===== src/rtl/hypercpu_alu_seq_pkg.sv =====
// Shared opcode constants, FSM state encoding and opcode helpers for the
// HyperCPU sequenced ALU wrapper.
package hypercpu_pkg;

  localparam int DATA_W = 32;

  localparam logic [3:0] OP_NOT  = 4'h0;
  localparam logic [3:0] OP_AND  = 4'h1;
  localparam logic [3:0] OP_OR   = 4'h2;
  localparam logic [3:0] OP_XOR  = 4'h3;
  localparam logic [3:0] OP_SHL  = 4'h4;
  localparam logic [3:0] OP_SHR  = 4'h5;
  localparam logic [3:0] OP_SRA  = 4'h6;
  localparam logic [3:0] OP_SLT  = 4'h7;
  localparam logic [3:0] OP_SLTU = 4'h8;
  localparam logic [3:0] OP_PASS = 4'h9;
  localparam logic [3:0] OP_RSVA = 4'hA;
  localparam logic [3:0] OP_RSVB = 4'hB;
  localparam logic [3:0] OP_ADD  = 4'hC;
  localparam logic [3:0] OP_SUB  = 4'hD;
  localparam logic [3:0] OP_MUL  = 4'hE;
  localparam logic [3:0] OP_DIV  = 4'hF;

  typedef logic [1:0] state_t;
  localparam state_t ST_IDLE = 2'd0;
  localparam state_t ST_EXEC = 2'd1;
  localparam state_t ST_RESP = 2'd2;

  function automatic logic is_muldiv(input logic [3:0] op);
    return (op == OP_MUL) || (op == OP_DIV);
  endfunction

  function automatic logic is_reserved(input logic [3:0] op);
    return (op == OP_RSVA) || (op == OP_RSVB);
  endfunction

endpackage


===== src/rtl/hypercpu_alu_seq_if.sv =====
// Request, response and external-ALU signal bundle of the sequenced ALU.
interface hypercpu_alu_seq_if;
  import hypercpu_pkg::*;

  logic              req_valid;
  logic              req_ready;
  logic [DATA_W-1:0] req_a;
  logic [DATA_W-1:0] req_b;
  logic [3:0]        req_op;
  logic [3:0]        req_tag;

  logic [DATA_W-1:0] alu_a;
  logic [DATA_W-1:0] alu_b;
  logic [3:0]        alu_op;
  logic [DATA_W-1:0] alu_r;

  logic              rsp_valid;
  logic              rsp_ready;
  logic [DATA_W-1:0] rsp_r;
  logic [3:0]        rsp_tag;
  logic              rsp_err;

  modport slave (
    input  req_valid, req_a, req_b, req_op, req_tag, alu_r, rsp_ready,
    output req_ready, alu_a, alu_b, alu_op, rsp_valid, rsp_r, rsp_tag, rsp_err
  );

  modport master (
    output req_valid, req_a, req_b, req_op, req_tag, alu_r, rsp_ready,
    input  req_ready, alu_a, alu_b, alu_op, rsp_valid, rsp_r, rsp_tag, rsp_err
  );
endinterface


===== src/rtl/hypercpu_alu_seq.sv =====
// Sequencer around the external combinational ALU: accepts one request,
// holds operands on the ALU for a fixed number of cycles (longer for
// mul/div), then presents the result with tag and error flag.
module hypercpu_alu_seq
  import hypercpu_pkg::*;
#(
  parameter int unsigned MULDIV_WAIT = 3
) (
  input  logic               clk,
  input  logic               rst_n,
  hypercpu_alu_seq_if.slave  bus
);

  state_t            state;
  logic [3:0]        wait_cnt;
  logic              accept;
  logic              capture;

  logic [DATA_W-1:0] opa_p0;
  logic [DATA_W-1:0] opb_p0;
  logic [3:0]        op_p0;
  logic [3:0]        tag_p0;

  logic [DATA_W-1:0] res_r;
  logic              res_err;

  logic [DATA_W-1:0] r_p1;
  logic [3:0]        tag_p1;
  logic              err_p1;

  assign bus.req_ready = (state == ST_IDLE) || ((state == ST_RESP) && bus.rsp_ready);
  assign accept        = bus.req_valid && bus.req_ready;
  assign capture       = (state == ST_EXEC) && (wait_cnt == 4'd0);

  assign bus.alu_a     = opa_p0;
  assign bus.alu_b     = opb_p0;
  assign bus.alu_op    = op_p0;

  assign bus.rsp_valid = (state == ST_RESP);
  assign bus.rsp_r     = r_p1;
  assign bus.rsp_tag   = tag_p1;
  assign bus.rsp_err   = err_p1;

  // Result override: reserved ops and divide-by-zero bypass the ALU output.
  always_comb begin
    res_r   = bus.alu_r;
    res_err = 1'b0;
    if (is_reserved(op_p0)) begin
      res_r   = '0;
      res_err = 1'b1;
    end else if ((op_p0 == OP_DIV) && (opb_p0 == '0)) begin
      res_r   = '1;
      res_err = 1'b1;
    end
  end

  // Control FSM and mul/div wait counter.
  always_ff @(posedge clk or negedge rst_n) begin
    if (!rst_n) begin
      state    <= ST_IDLE;
      wait_cnt <= 4'd0;
    end else if (accept) begin
      state    <= ST_EXEC;
      wait_cnt <= is_muldiv(bus.req_op) ? 4'(MULDIV_WAIT) : 4'd0;
    end else begin
      case (state)
        ST_EXEC: begin
          if (wait_cnt != 4'd0) wait_cnt <= wait_cnt - 4'd1;
          else                  state    <= ST_RESP;
        end
        ST_RESP: begin
          if (bus.rsp_ready) state <= ST_IDLE;
        end
        ST_IDLE: state <= ST_IDLE;
        default: state <= ST_IDLE;
      endcase
    end
  end

  // ---- stage p0: operand registers, held on the ALU until the next accept
  always_ff @(posedge clk or negedge rst_n) begin
    if (!rst_n) begin
      opa_p0 <= '0;
      opb_p0 <= '0;
      op_p0  <= 4'd0;
      tag_p0 <= 4'd0;
    end else if (accept) begin
      opa_p0 <= bus.req_a;
      opb_p0 <= bus.req_b;
      op_p0  <= bus.req_op;
      tag_p0 <= bus.req_tag;
    end
  end

  // ---- stage p1: response registers, frozen while the response is pending
  always_ff @(posedge clk or negedge rst_n) begin
    if (!rst_n) begin
      r_p1   <= '0;
      tag_p1 <= 4'd0;
      err_p1 <= 1'b0;
    end else if (capture) begin
      r_p1   <= res_r;
      tag_p1 <= tag_p0;
      err_p1 <= res_err;
    end
  end

endmodule


===== src/flat_wrapper.sv =====
// flat-port wrapper written by rule: the top's interface ports become plain ports
module hypercpu_alu_seq_flat import hypercpu_pkg::*;
#(
  parameter int unsigned MULDIV_WAIT = 3
)
  (clk, rst_n, bus_req_valid, bus_req_a, bus_req_b, bus_req_op, bus_req_tag, bus_alu_r, bus_rsp_ready, bus_req_ready, bus_alu_a, bus_alu_b, bus_alu_op, bus_rsp_valid, bus_rsp_r, bus_rsp_tag, bus_rsp_err);
  hypercpu_alu_seq_if bus_i ();
  input  logic clk;
  input  logic rst_n;
  input wire logic [$bits(bus_i.req_valid)-1:0] bus_req_valid;
  input wire logic [$bits(bus_i.req_a)-1:0] bus_req_a;
  input wire logic [$bits(bus_i.req_b)-1:0] bus_req_b;
  input wire logic [$bits(bus_i.req_op)-1:0] bus_req_op;
  input wire logic [$bits(bus_i.req_tag)-1:0] bus_req_tag;
  input wire logic [$bits(bus_i.alu_r)-1:0] bus_alu_r;
  input wire logic [$bits(bus_i.rsp_ready)-1:0] bus_rsp_ready;
  output wire logic [$bits(bus_i.req_ready)-1:0] bus_req_ready;
  output wire logic [$bits(bus_i.alu_a)-1:0] bus_alu_a;
  output wire logic [$bits(bus_i.alu_b)-1:0] bus_alu_b;
  output wire logic [$bits(bus_i.alu_op)-1:0] bus_alu_op;
  output wire logic [$bits(bus_i.rsp_valid)-1:0] bus_rsp_valid;
  output wire logic [$bits(bus_i.rsp_r)-1:0] bus_rsp_r;
  output wire logic [$bits(bus_i.rsp_tag)-1:0] bus_rsp_tag;
  output wire logic [$bits(bus_i.rsp_err)-1:0] bus_rsp_err;
  assign bus_i.req_valid = bus_req_valid;
  assign bus_i.req_a = bus_req_a;
  assign bus_i.req_b = bus_req_b;
  assign bus_i.req_op = bus_req_op;
  assign bus_i.req_tag = bus_req_tag;
  assign bus_i.alu_r = bus_alu_r;
  assign bus_i.rsp_ready = bus_rsp_ready;
  assign bus_req_ready = bus_i.req_ready;
  assign bus_alu_a = bus_i.alu_a;
  assign bus_alu_b = bus_i.alu_b;
  assign bus_alu_op = bus_i.alu_op;
  assign bus_rsp_valid = bus_i.rsp_valid;
  assign bus_rsp_r = bus_i.rsp_r;
  assign bus_rsp_tag = bus_i.rsp_tag;
  assign bus_rsp_err = bus_i.rsp_err;
  hypercpu_alu_seq #(.MULDIV_WAIT(MULDIV_WAIT)) u_core (.clk(clk), .rst_n(rst_n), .bus(bus_i));
endmodule

===== config.mk =====
export PLATFORM = sky130hd
export DESIGN_NAME = hypercpu_alu_seq_flat
export DESIGN_NICKNAME = d
export VERILOG_FILES = /design/src/rtl/hypercpu_alu_seq_pkg.sv /design/src/rtl/hypercpu_alu_seq_if.sv /design/src/rtl/hypercpu_alu_seq.sv /design/src/flat_wrapper.sv
export SDC_FILE = /design/constraint.sdc
export NUM_CORES = 1
export LEC_CHECK = 0
export ABC_AREA = 1
export CAP_MARGIN = 20
export CORE_ASPECT_RATIO = 1.25
export CORE_MARGIN = 2
export CORE_UTILIZATION = 35
export CTS_CLUSTER_DIAMETER = 200
export DETAILED_ROUTE_END_ITERATION = 10
export PLACE_DENSITY = 0.71
export SKIP_CTS_REPAIR_TIMING = 1
export SYNTH_ARGS = -nofsm -noshare
export SYNTH_HDL_FRONTEND = slang
export SYNTH_SLANG_ARGS = --single-unit

===== constraint.sdc =====
create_clock -name clk -period 1.4 [get_ports clk]
set_input_delay 0.35 -clock clk [delete_from_list [all_inputs] [get_ports clk]]
set_output_delay 0.35 -clock clk [all_outputs]
set_load 0.02 [all_outputs]

## Word level (Yosys, flattened, before mapping)

Index checks and enable logic that the tools add are counted.

- Eq/ne operators: 9
- $add $sub $neg: 1
- Multiplexer cells: 12
- Reduce and logical (&&, ||, !) cells: 15

Operators with widths:

| cell | count |
|---|---|
| $mux W32 | 2 |
| $logic_not A32 Y1 | 1 |
| $eq A4 B4 Y1 const B | 5 |
| $mux W4 | 3 |
| $mux W2 | 4 |
| $ne A3 B2 Y1 const B | 2 |
| $logic_and A1 B1 Y1 | 4 |
| $logic_not A4 Y1 | 1 |
| $pmux W2 S2 | 1 |
| $reduce_and A2 Y1 | 2 |
| $reduce_bool A2 Y1 | 2 |
| $reduce_bool A4 Y1 | 1 |
| $sub A4 B1 Y4 const B | 1 |
| $logic_or A1 B1 Y1 | 3 |
| $eq A2 B1 Y1 const B | 1 |
| $eq A2 B2 Y1 const B | 1 |
| $logic_not A2 Y1 | 1 |
| $mux W1 | 2 |

- Input bits: 108
- Register bits: 115

## Logic depth before layout (Yosys ltp)

Gate-level depths: netlist of the first run.

- Word-level depth: 6
- Depth in mapped cells: 9
- Gate-level depth less buffers: 8

## Worst setup path before layout of the first run

OpenSTA, ideal clock, no wires.

- Path kind: reg2reg
- From: register u_core.state[1]
- To: register u_core.opb_p0[11], in the netlist u_core.bus.alu_b[11]
- Slack: 0.035 ns
- Library setup time: 0.116 ns
- Stages on the path, launching flop included: 9
- Arrival: 1.248 ns
- Data required time: 1.284 ns
- Cell sequence: dfrtp_1 > inv_2 > nor2_1 > nor2_2 > nand2_2 > buf_4 > buf_2 > nand2_1 > nand2_1

- Longest elaborated chain between the ends: 4
- Elaborated cells between the ends (all ways): 5
- Classes of those cells: eq/ne: 1; reduce/logical: 4

Ends and longest elaborated chain:

| item | RTL line | source |
|---|---|---|
| start, declared | hypercpu_alu_seq.sv:14 | `state_t state;` |
| start signal, assigned | hypercpu_alu_seq.sv:60 | `state <= ST_IDLE;` |
| start signal, assigned | hypercpu_alu_seq.sv:63 | `state <= ST_EXEC;` |
| start signal, assigned | hypercpu_alu_seq.sv:69 | `else state <= ST_RESP;` |
| $eq A2 B2 Y1 | hypercpu_alu_seq.sv:31 | `assign bus.req_ready = (state == ST_IDLE) \|\| ((state == ST_RESP) && bus.rsp_ready);` |
| $logic_and A1 B1 Y1 | hypercpu_alu_seq.sv:31 |  |
| $logic_or A1 B1 Y1 (*) | hypercpu_alu_seq.sv:31 |  |
| via bus_req_ready | flat_wrapper.sv:17 | `output wire logic [$bits(bus_i.req_ready)-1:0] bus_req_ready;` |
| $logic_and A1 B1 Y1 (*) | hypercpu_alu_seq.sv:32 | `assign accept = bus.req_valid && bus.req_ready;` |
| end signal, assigned | hypercpu_alu_seq.sv:89 | `opb_p0 <= bus.req_b;` |
| end, declared | hypercpu_alu_seq.sv:20 | `logic [DATA_W-1:0] opb_p0;` |

The timed path passes the listed nets; every way through them passes the cells marked *.
A chain may end at the register's enable or synchronous reset.

## Worst setup path after layout of the first run

- From: register u_core.state[1]
- To: output bus_req_ready

- Longest elaborated chain between the ends: 3
- Elaborated cells between the ends (all ways): 4
- Classes of those cells: eq/ne: 1; reduce/logical: 3

Ends and longest elaborated chain:

| item | RTL line |
|---|---|
| $eq A2 B2 Y1 | hypercpu_alu_seq.sv:31 |
| $logic_and A1 B1 Y1 | hypercpu_alu_seq.sv:31 |
| $logic_or A1 B1 Y1 (*) | hypercpu_alu_seq.sv:31 |
| end, declared | flat_wrapper.sv:17 |

Mark *: on every way between the ends. The rest lies on a longest branch, timed or not.

==> results of run 1 <==
cells by family (layout without fill, tap and decap cells):
| family | Yosys count | after routing |
|---|---|---|
| DFF | 115 | 115 |
| buffers and inverters | 41 | 301 |
| adders and majority gates | 2 | 2 |
| AOI/OAI and AO/OA | 44 | 44 |
| and+or+nand+nor | 370 | 370 |
flip-flops by register name, indices dropped and copies added, names as in the netlist:
| register | count |
|---|---|
| u_core.bus.rsp_err | 1 |
| u_core.bus.rsp_tag | 4 |
| u_core.bus.alu_a | 32 |
| u_core.state | 2 |
| u_core.bus.alu_b | 32 |
| u_core.tag_p0 | 4 |
| u_core.wait_cnt | 4 |
| u_core.bus.rsp_r | 32 |
| u_core.bus.alu_op | 4 |
cell type report:
class / count / area [um2]
fillers: 1082 / 4980
repair buffers: 257 / 2760
multi-input cells: 416 / 2190
well taps: 175 / 219
flip-flops and latches: 115 / 2880
clock buffers: 22 / 474
clock inverters: 9 / 129
inverters: 13 / 63.8
Yosys cell counts (2+ instances only):
cell      count
nand3_1       4
buf_6         3
clkbuf_1      2
inv_2         5
o21ai_0       6
a21oi_1       4
nor2_2        2
inv_1         8
buf_4         7
nor2_1       26
nand2_2       2
dfrtp_1     115
ha_1          2
buf_2        16
nand2_1     332
o21bai_1     32
through the flow:
step	total power, W	utilization [%]	setup TNS (ns)
global placement	0.0147	53.7	-28.62
finish	0.0199	63.7	-3.48
floorplan	0.0104	-	0
CTS	0.0195	58.1	-40.04
global route	0.0211	63.7	-7.22
detailed placement	0.0150	53.7	-31.60
layout by cell type, fill, tap and decap left out, types with 4 or more instances in the layout:
master | Yosys | layout
nand2_1 | 332 | 283
dfrtp_1 | 115 | 115
clkdlybuf4s50_1 | 0 | 106
dlymetal6s2s_1 | 0 | 73
clkbuf_2 | 0 | 33
nand2_2 | 2 | 32
clkbuf_16 | 0 | 23
nor2_1 | 26 | 20
buf_4 | 7 | 19
nand2_4 | 0 | 18
o21bai_2 | 0 | 13
o21bai_1 | 32 | 13
buf_12 | 0 | 11
inv_1 | 8 | 6
o21bai_4 | 0 | 6
nor2_4 | 1 | 5
buf_6 | 3 | 5
inv_2 | 5 | 4
nor2_2 | 2 | 4
o21ai_0 | 6 | 4
a21oi_1 | 4 | 4
layer usage:
layer | global-route usage (%) | wire length [um]
met5 | 0 | 0
met4 | 7.74 | 406
met3 | 5.77 | 1260
met2 | 32.2 | 8290
met1 | 21.0 | 5950
final timing paths:
kind,slack (ns),endpoint
worst min-delay path,0.39,u_core.bus.rsp_r[20]$_DFFE_PN0P_
worst max register to register,-0.12,u_core.bus.rsp_r[6]$_DFFE_PN0P_
max in group asynchronous,0.50,u_core.bus.rsp_tag[0]$_DFFE_PN0P_
worst max-delay path,-0.13,bus_req_ready
worst min register to register,0.47,u_core.bus.alu_a[10]$_DFFE_PN0P_
min in group clk,0.47,u_core.bus.alu_a[10]$_DFFE_PN0P_
power groups by stage:
stage               clock network [W]  registers [W]  logic, W
CTS                           0.00447        0.00596   0.00907
global route                  0.00465        0.00613    0.0104
finish                        0.00438        0.00595   0.00958
floorplan                           0        0.00767   0.00276
detailed placement                  0        0.00597   0.00903
global placement                    0        0.00590   0.00883
==> results by group, run 1 <==
Final layout
  – Layout cell share with drive strength beyond 1: 23.8%
  – Post-route cell area: 8720 um2
  – Final cell count without fillers: between 1000 and 1500
  – Area Growth Syn to Fin: 79.4%
  – Net count, final: 930
  – Ant diodes: 0

Synthesis
  – Ys async rst share: 100%
  – Dominant synthesized flop cell: dfrtp_1
  – Synth Area in Compound Gates: under 10%
  – Largest family of logic cells by synthesized area: simple AND/OR/NAND/NOR gates
  – Mapped Nets: 682
  – Syn_area_per_cell: 8.49 um2
  – Adder-Cell Fraction of Synth Area: 0.515%
  – Seq/Total Area, Yosys: between 50% and 60%
  – Ys Warns: 0
  – Synthesis-stage register bit count: 115
  – XOR/XNOR Fraction of Synth Area: 0%
  – Post-Syn Instances: 572
  – Synthesized area: 4860 um2
  – Mux share of post-synthesis cell area: 0%
  – Synth top area share: 59.2%
  – Unique masters post-synth: 22
  – EDFF count, synth: 0
  – Cell type with the largest total area after synthesis: dfrtp_1
  – Area contributors post-synth: dfrtp_1 59%, nand2_1 26%, o21bai_1 4.9%, nor2_1 2.0%, buf_2 1.6%
  – Synth Area in Simple Gates: 29.4%

Worst setup path
  – CP Class: flop to primary output
  – Crit. path cell count: 4
  – Worst path top cell family by delay: flip-flops
  – R2r worst-path depth: 9
  – Slowest cell on crit path: dfrtp_1
  – Crit start category: flop
  – Critical Path AT: about 1.2 ns
  – CP bufs+invs: 2
  – Crit path from: u_core.state[1]$_DFFE_PN0P_
  – Crit Reg-Reg Startpoint: u_core.wait_cnt[1]$_DFFE_PN0P_
  – CP max FO: 3
  – Worst-path cell chain: inv_2 > nor2_1 > nor2_2 > clkbuf_2
  – CP endpoint kind: primary output
  – CP peak stage delay: 0.37 ns
  – WP data required: 1.05 ns

STA
  – Final Slew Violations: 0
  – Fin crit share: 109%
  – # setup viols final: 38
  – Final WS setup: -0.130 ns
  – Worst slew pin tran: 0.282 ns
  – RSZ-0062 raised after global routing: true
  – Layout Skew: 0.00935 ns
  – Slew margin rel.: 81.2%
  – Fin. Hold Viols: 0
  – Post-route minimum period: 1.53 ns
  – Hold slack: approximately 0.39 ns
  – Max Clock Freq: 0.654 GHz

Global route
  – Largest net degree at the start of global routing: 43
  – Vias in the first global route: 4481
  – First-pass GRT wire length: 21400 um
  – Initial antenna violation count: 0
  – GRT Overall Usage: 18.6%
  – Grt ovf: 0

Drt
  – Vias/cell: 4.71
  – Starting DRT DRC Count: roughly 240
  – Antenna-violating nets left: 0
  – Remaining routing DRC violations: 0
  – First-pass DRT Iterations: 4
  – Final WL: 15900 um
  – DR vias: 4740
  – DR WL/cell: 15.8 um

Status
  – Violated checks: negative setup slack
  – Status: finished with violations

Run
  – Max Cap Violations: 0

Placement
  – # placed instances: 958
  – GPL Wtd Cong: ~0.84
  – Port-buffer cells: 214
  – HPWL Detailed: about 10000 um
  – Area post-placement: around 7400 um2
  – Place WS: -0.541 ns

Floorplan
  – Top Ports: 215
  – Core Area: 13700 um2
  – Die H: approximately 140 um
  – Starting Density: roughly 35%
  – DIE AREA: 14800 um2
  – Die Wd: 109 um
  – Rows: 48

Clock tree
  – Root Driver: clkbuf_16
  – CTS clk-pin slew, worst paths: 0.05 ns
  – Clk buf depth: 2
  – TritonCTS clock tree: done
  – CTS sink cnt: 115
  – H-Tree Depth: 4
  – TritonCTS buffer count: 17
  – Skew-Pair Late Insertion Delay: roughly 0.40 ns

Power and ir drop
  – Net Switching: 0.00788 W
  – Reg power frac: between 20% and 30%
  – VDD IR max: 1.02 mV
  – Combinational share of power: a little under 50%
  – Leakage Power: roughly 5 nW
  – Clock share of power: a little over a fifth
  – Int Pwr: 0.0120 W
  – PwrDens: 2280 nW/um2
  – Switching Fraction: 39.6%

Worst hold path
  – HP Class: input pin to async pin
No activity file was read; power rests on OpenSTA's default activity.
==> inputs of run 2 (changes only) <==
==> constraint.sdc (replaced) <==
create_clock -name clk -period 1.4 [get_ports clk]
set_input_delay 0.35 -clock clk [delete_from_list [all_inputs] [get_ports clk]]
set_output_delay 0.35 -clock clk [all_outputs]
set_load 0.05 [all_outputs]
==> run 2 against run 1 <==
  * The run ends with negative hold slack, negative setup slack left
  * Global-route usage rose by 2.0 points
  * First-iteration DRC count fell by 12%
  * Cell area rose by 14%
  * Sequential share of layout area fell by 3.6 points
  * Count of clock-buffer cells in the layout did not move
  * Combinational power rose by 87%
  * Flip-flop and latch count did not move
  * Worst setup slack got worse by 0.050 ns
  * Sequential power rose by 16%
  * Routed wire length rose by 5.7%
  * Non-clock buffer count rose by 24
  * Critical path depth fell by 1
  * Largest cell class is now non-clock buffers
==> results by group, run 2 (synthesis gave the netlist of run 1 again) <==
Status
  – Status: finished with violations
  – Violated checks: negative hold slack, negative setup slack

Worst setup path
  – Reg2reg end: u_core.bus.rsp_r[26]$_DFFE_PN0P_
  – Slowest cell on crit path: dfrtp_2
  – WP data required: 1.05 ns (about the same)
  – Worst-path cell chain: nor2_4 > buf_6 > buf_12
  – CP bufs+invs: 2 (unchanged)
  – R2r worst-path depth: 9 (unchanged)
  – Worst path top cell family by delay: flip-flops
  – Crit start category: flop
  – CP Class: flop to primary output
  – CP max FO: 5 (+2)
  – Critical Path AT: 1.23 ns (+0.05 ns)
  – Crit Reg-Reg Startpoint: u_core.wait_cnt[1]$_DFFE_PN0P_
  – CP endpoint kind: primary output
  – Slack of the worst reg-to-reg path: -0.10 ns (+0.02 ns)
  – CP peak stage delay: 0.47 ns (+0.10 ns)

Power and ir drop
  – Combinational share of power: 61.8% (+14 points)
  – Reg power frac: 23.8% (-6.1 points)
  – Final Power: 0.0289 W (+45%)
  – Leakage Power: 4.72 nW (-7.0%)
  – PwrDens: 2910 nW/um2 (+27%)
  – Clock share of power: 14.4% (-7.6 points)
  – VDD IR max: 1.57 mV (+53%)
  – Switching Fraction: 43.5% (+3.9 points)
  – Int Pwr: 0.0164 W (+36%)
  – Net Switching: 0.0126 W (+59%)

STA
  – Slew margin rel.: 65.6% (-16 points)
  – Final Slew Violations: 0 (unchanged)
  – Worst slew pin tran: 0.516 ns (+0.234 ns)
  – Hold slack: -0.0402 ns (-0.427 ns)
  – Layout Skew: 0.00648 ns (-0.00287 ns)
  – Max Clock Freq: 0.633 GHz (-3.2%)
  – RSZ-0062 raised after global routing: true
  – Setup TNS: -3.01 ns (+0.465 ns)
  – Fin crit share: 113% (+3.6 points)
  – # setup viols final: 61 (+61%)
  – Fin. Hold Viols: 31 (+31)
  – Final WS setup: -0.180 ns (-0.0504 ns)
  – Post-route minimum period: 1.58 ns (+0.0504 ns)

Drt
  – DR vias: 4878 (+2.9%)
  – Remaining routing DRC violations: 0 (unchanged)
  – Wire length on met3: 1310 um (+3.7%)
  – DR WL/cell: 16.3 um (+3.1%)
  – Starting DRT DRC Count: 209 (-12%)
  – M1 WL: 5970 um (+0.24%)
  – Met2 wire length: 9060 um (+9.4%)
  – Vias/cell: 4.73 (+0.42%)
  – First-pass DRT Iterations: 4 (unchanged)
  – Antenna-violating nets left: 0 (unchanged)
  – Final WL: 16800 um (+5.7%)
  – Top Layer Used: met4

Floorplan
  – DIE AREA: 14800 um2 (unchanged)
  – Die H: 136 um (unchanged)
  – Die Wd: 109 um (unchanged)
  – Starting Density: 35.5% (unchanged)
  – Core Area: 13700 um2 (unchanged)
  – Top Ports: 215 (unchanged)
  – Rows: 48 (unchanged)

Global route
  – GRT Overall Usage: 20.6% (+2.0 points)
  – Grt ovf: 0 (unchanged)
  – Vias in the first global route: 4831 (+7.8%)
  – First-pass GRT wire length: 23700 um (+11%)
  – Largest net degree at the start of global routing: 89 (+110%)
  – Initial antenna violation count: 0 (unchanged)

Final layout
  – Final cell count without fillers: 1032 (+2.5%)
  – Multi-input logic area: 2100 um2 (-4.2%)
  – Storage cell area: 2930 um2 (+1.7%)
  – Commonest non-fill, non-tap cells in the layout: 293 x nand2_1, 116 x buf_12, 105 x clkdlybuf4s50_1
  – Core Util, Final: 72.7% (+9.0 points)
  – Ant diodes: 0 (unchanged)
  – Layout cell share with drive strength beyond 1: 36.9% (+13 points)
  – Commonest non-fill, non-tap cell in the layout: nand2_1
  – Post-route cell area: 9950 um2 (+14%)
  – Area Growth Syn to Fin: 105%
  – Net count, final: 954 (+2.6%)
  – Filler cells: 923 (-15%)

Placement
  – HPWL Detailed: 10600 um (+5.1%)
  – GPL Wtd Cong: 0.754 (-9.8%)
  – # placed instances: 979 (+2.2%)
  – Area post-placement: 8610 um2 (+17%)
  – Port-buffer cells: 214 (unchanged)

Clock tree
  – Clk buf depth: 2 (unchanged)
  – Skew-Pair Late Insertion Delay: 0.40 ns (about the same)
  – TritonCTS clock tree: done
  – Root Driver: clkbuf_16
  – CTS clk-pin slew, worst paths: 0.05 ns (about the same)
  – CTS sink cnt: 115 (unchanged)
  – TritonCTS buffer count: 17 (unchanged)
  – H-Tree Depth: 4 (unchanged)

Run
  – Max Cap Violations: 0 (unchanged)

Worst hold path
  – HP Class: input pin to async pin
[run 2: how the worst max path moves through the flow]
stage                     slack (ns)                         from                               end  cells after the start
after floorplan                -0.03  u_core.state[1]$_DFFE_PN0P_    u_core.wait_cnt[0]$_DFFE_PN0P_                      8
after global placement         -0.35                bus_rsp_ready    u_core.wait_cnt[0]$_DFFE_PN0P_                      8
after detailed placement       -0.36                bus_rsp_ready  u_core.bus.alu_b[21]$_DFFE_PN0P_                      8
after CTS                      -0.28                bus_rsp_ready                     bus_req_ready                      5
after global routing           -0.23  u_core.state[0]$_DFFE_PN0P_                     bus_req_ready                      3
final                          -0.18  u_core.state[0]$_DFFE_PN0P_                     bus_req_ready                      3
[run 2: power groups by stage]
stage               clock, W  sequential [W]  combinational, W
detailed placement         0         0.00665            0.0164
global route         0.00444         0.00706            0.0187
CTS                  0.00424         0.00663            0.0164
finish               0.00417         0.00688            0.0179
floorplan                  0          0.0111           0.00295
global placement           0         0.00655            0.0161
[run 2: layout make-up]
cell class	count	share of cell area (%)
flip-flops and latches	115	29.4
clock inverters	10	1.08
well taps	175	2.20
repair buffers	281	40.9
clock buffers	22	4.66
multi-input cells	416	21.1
inverters	13	0.666
[run 2: per-stage QoR]
| stage | hold slack, ns | worst slack (ns) |
|---|---|---|
| 6_report | -0.0402 | -0.180 |
| 3_3_place_gp | 0.390 | -0.347 |
| 2_1_floorplan | 0.0544 | -0.0296 |
| 5_1_grt | 0.00496 | -0.225 |
| 4_1_cts | -0.0106 | -0.281 |
| 3_5_place_dp | 0.409 | -0.355 |
[run 2: metal layers]
| layer | global-route usage [%] | vias up |
|---|---|---|
| li1 | - | 2308 |
| met1 | 23.8 | 2351 |
| met2 | 35.3 | 187 |
| met3 | 7.12 | 32 |
| met4 | 6.96 | 0 |
| met5 | 0 | - |
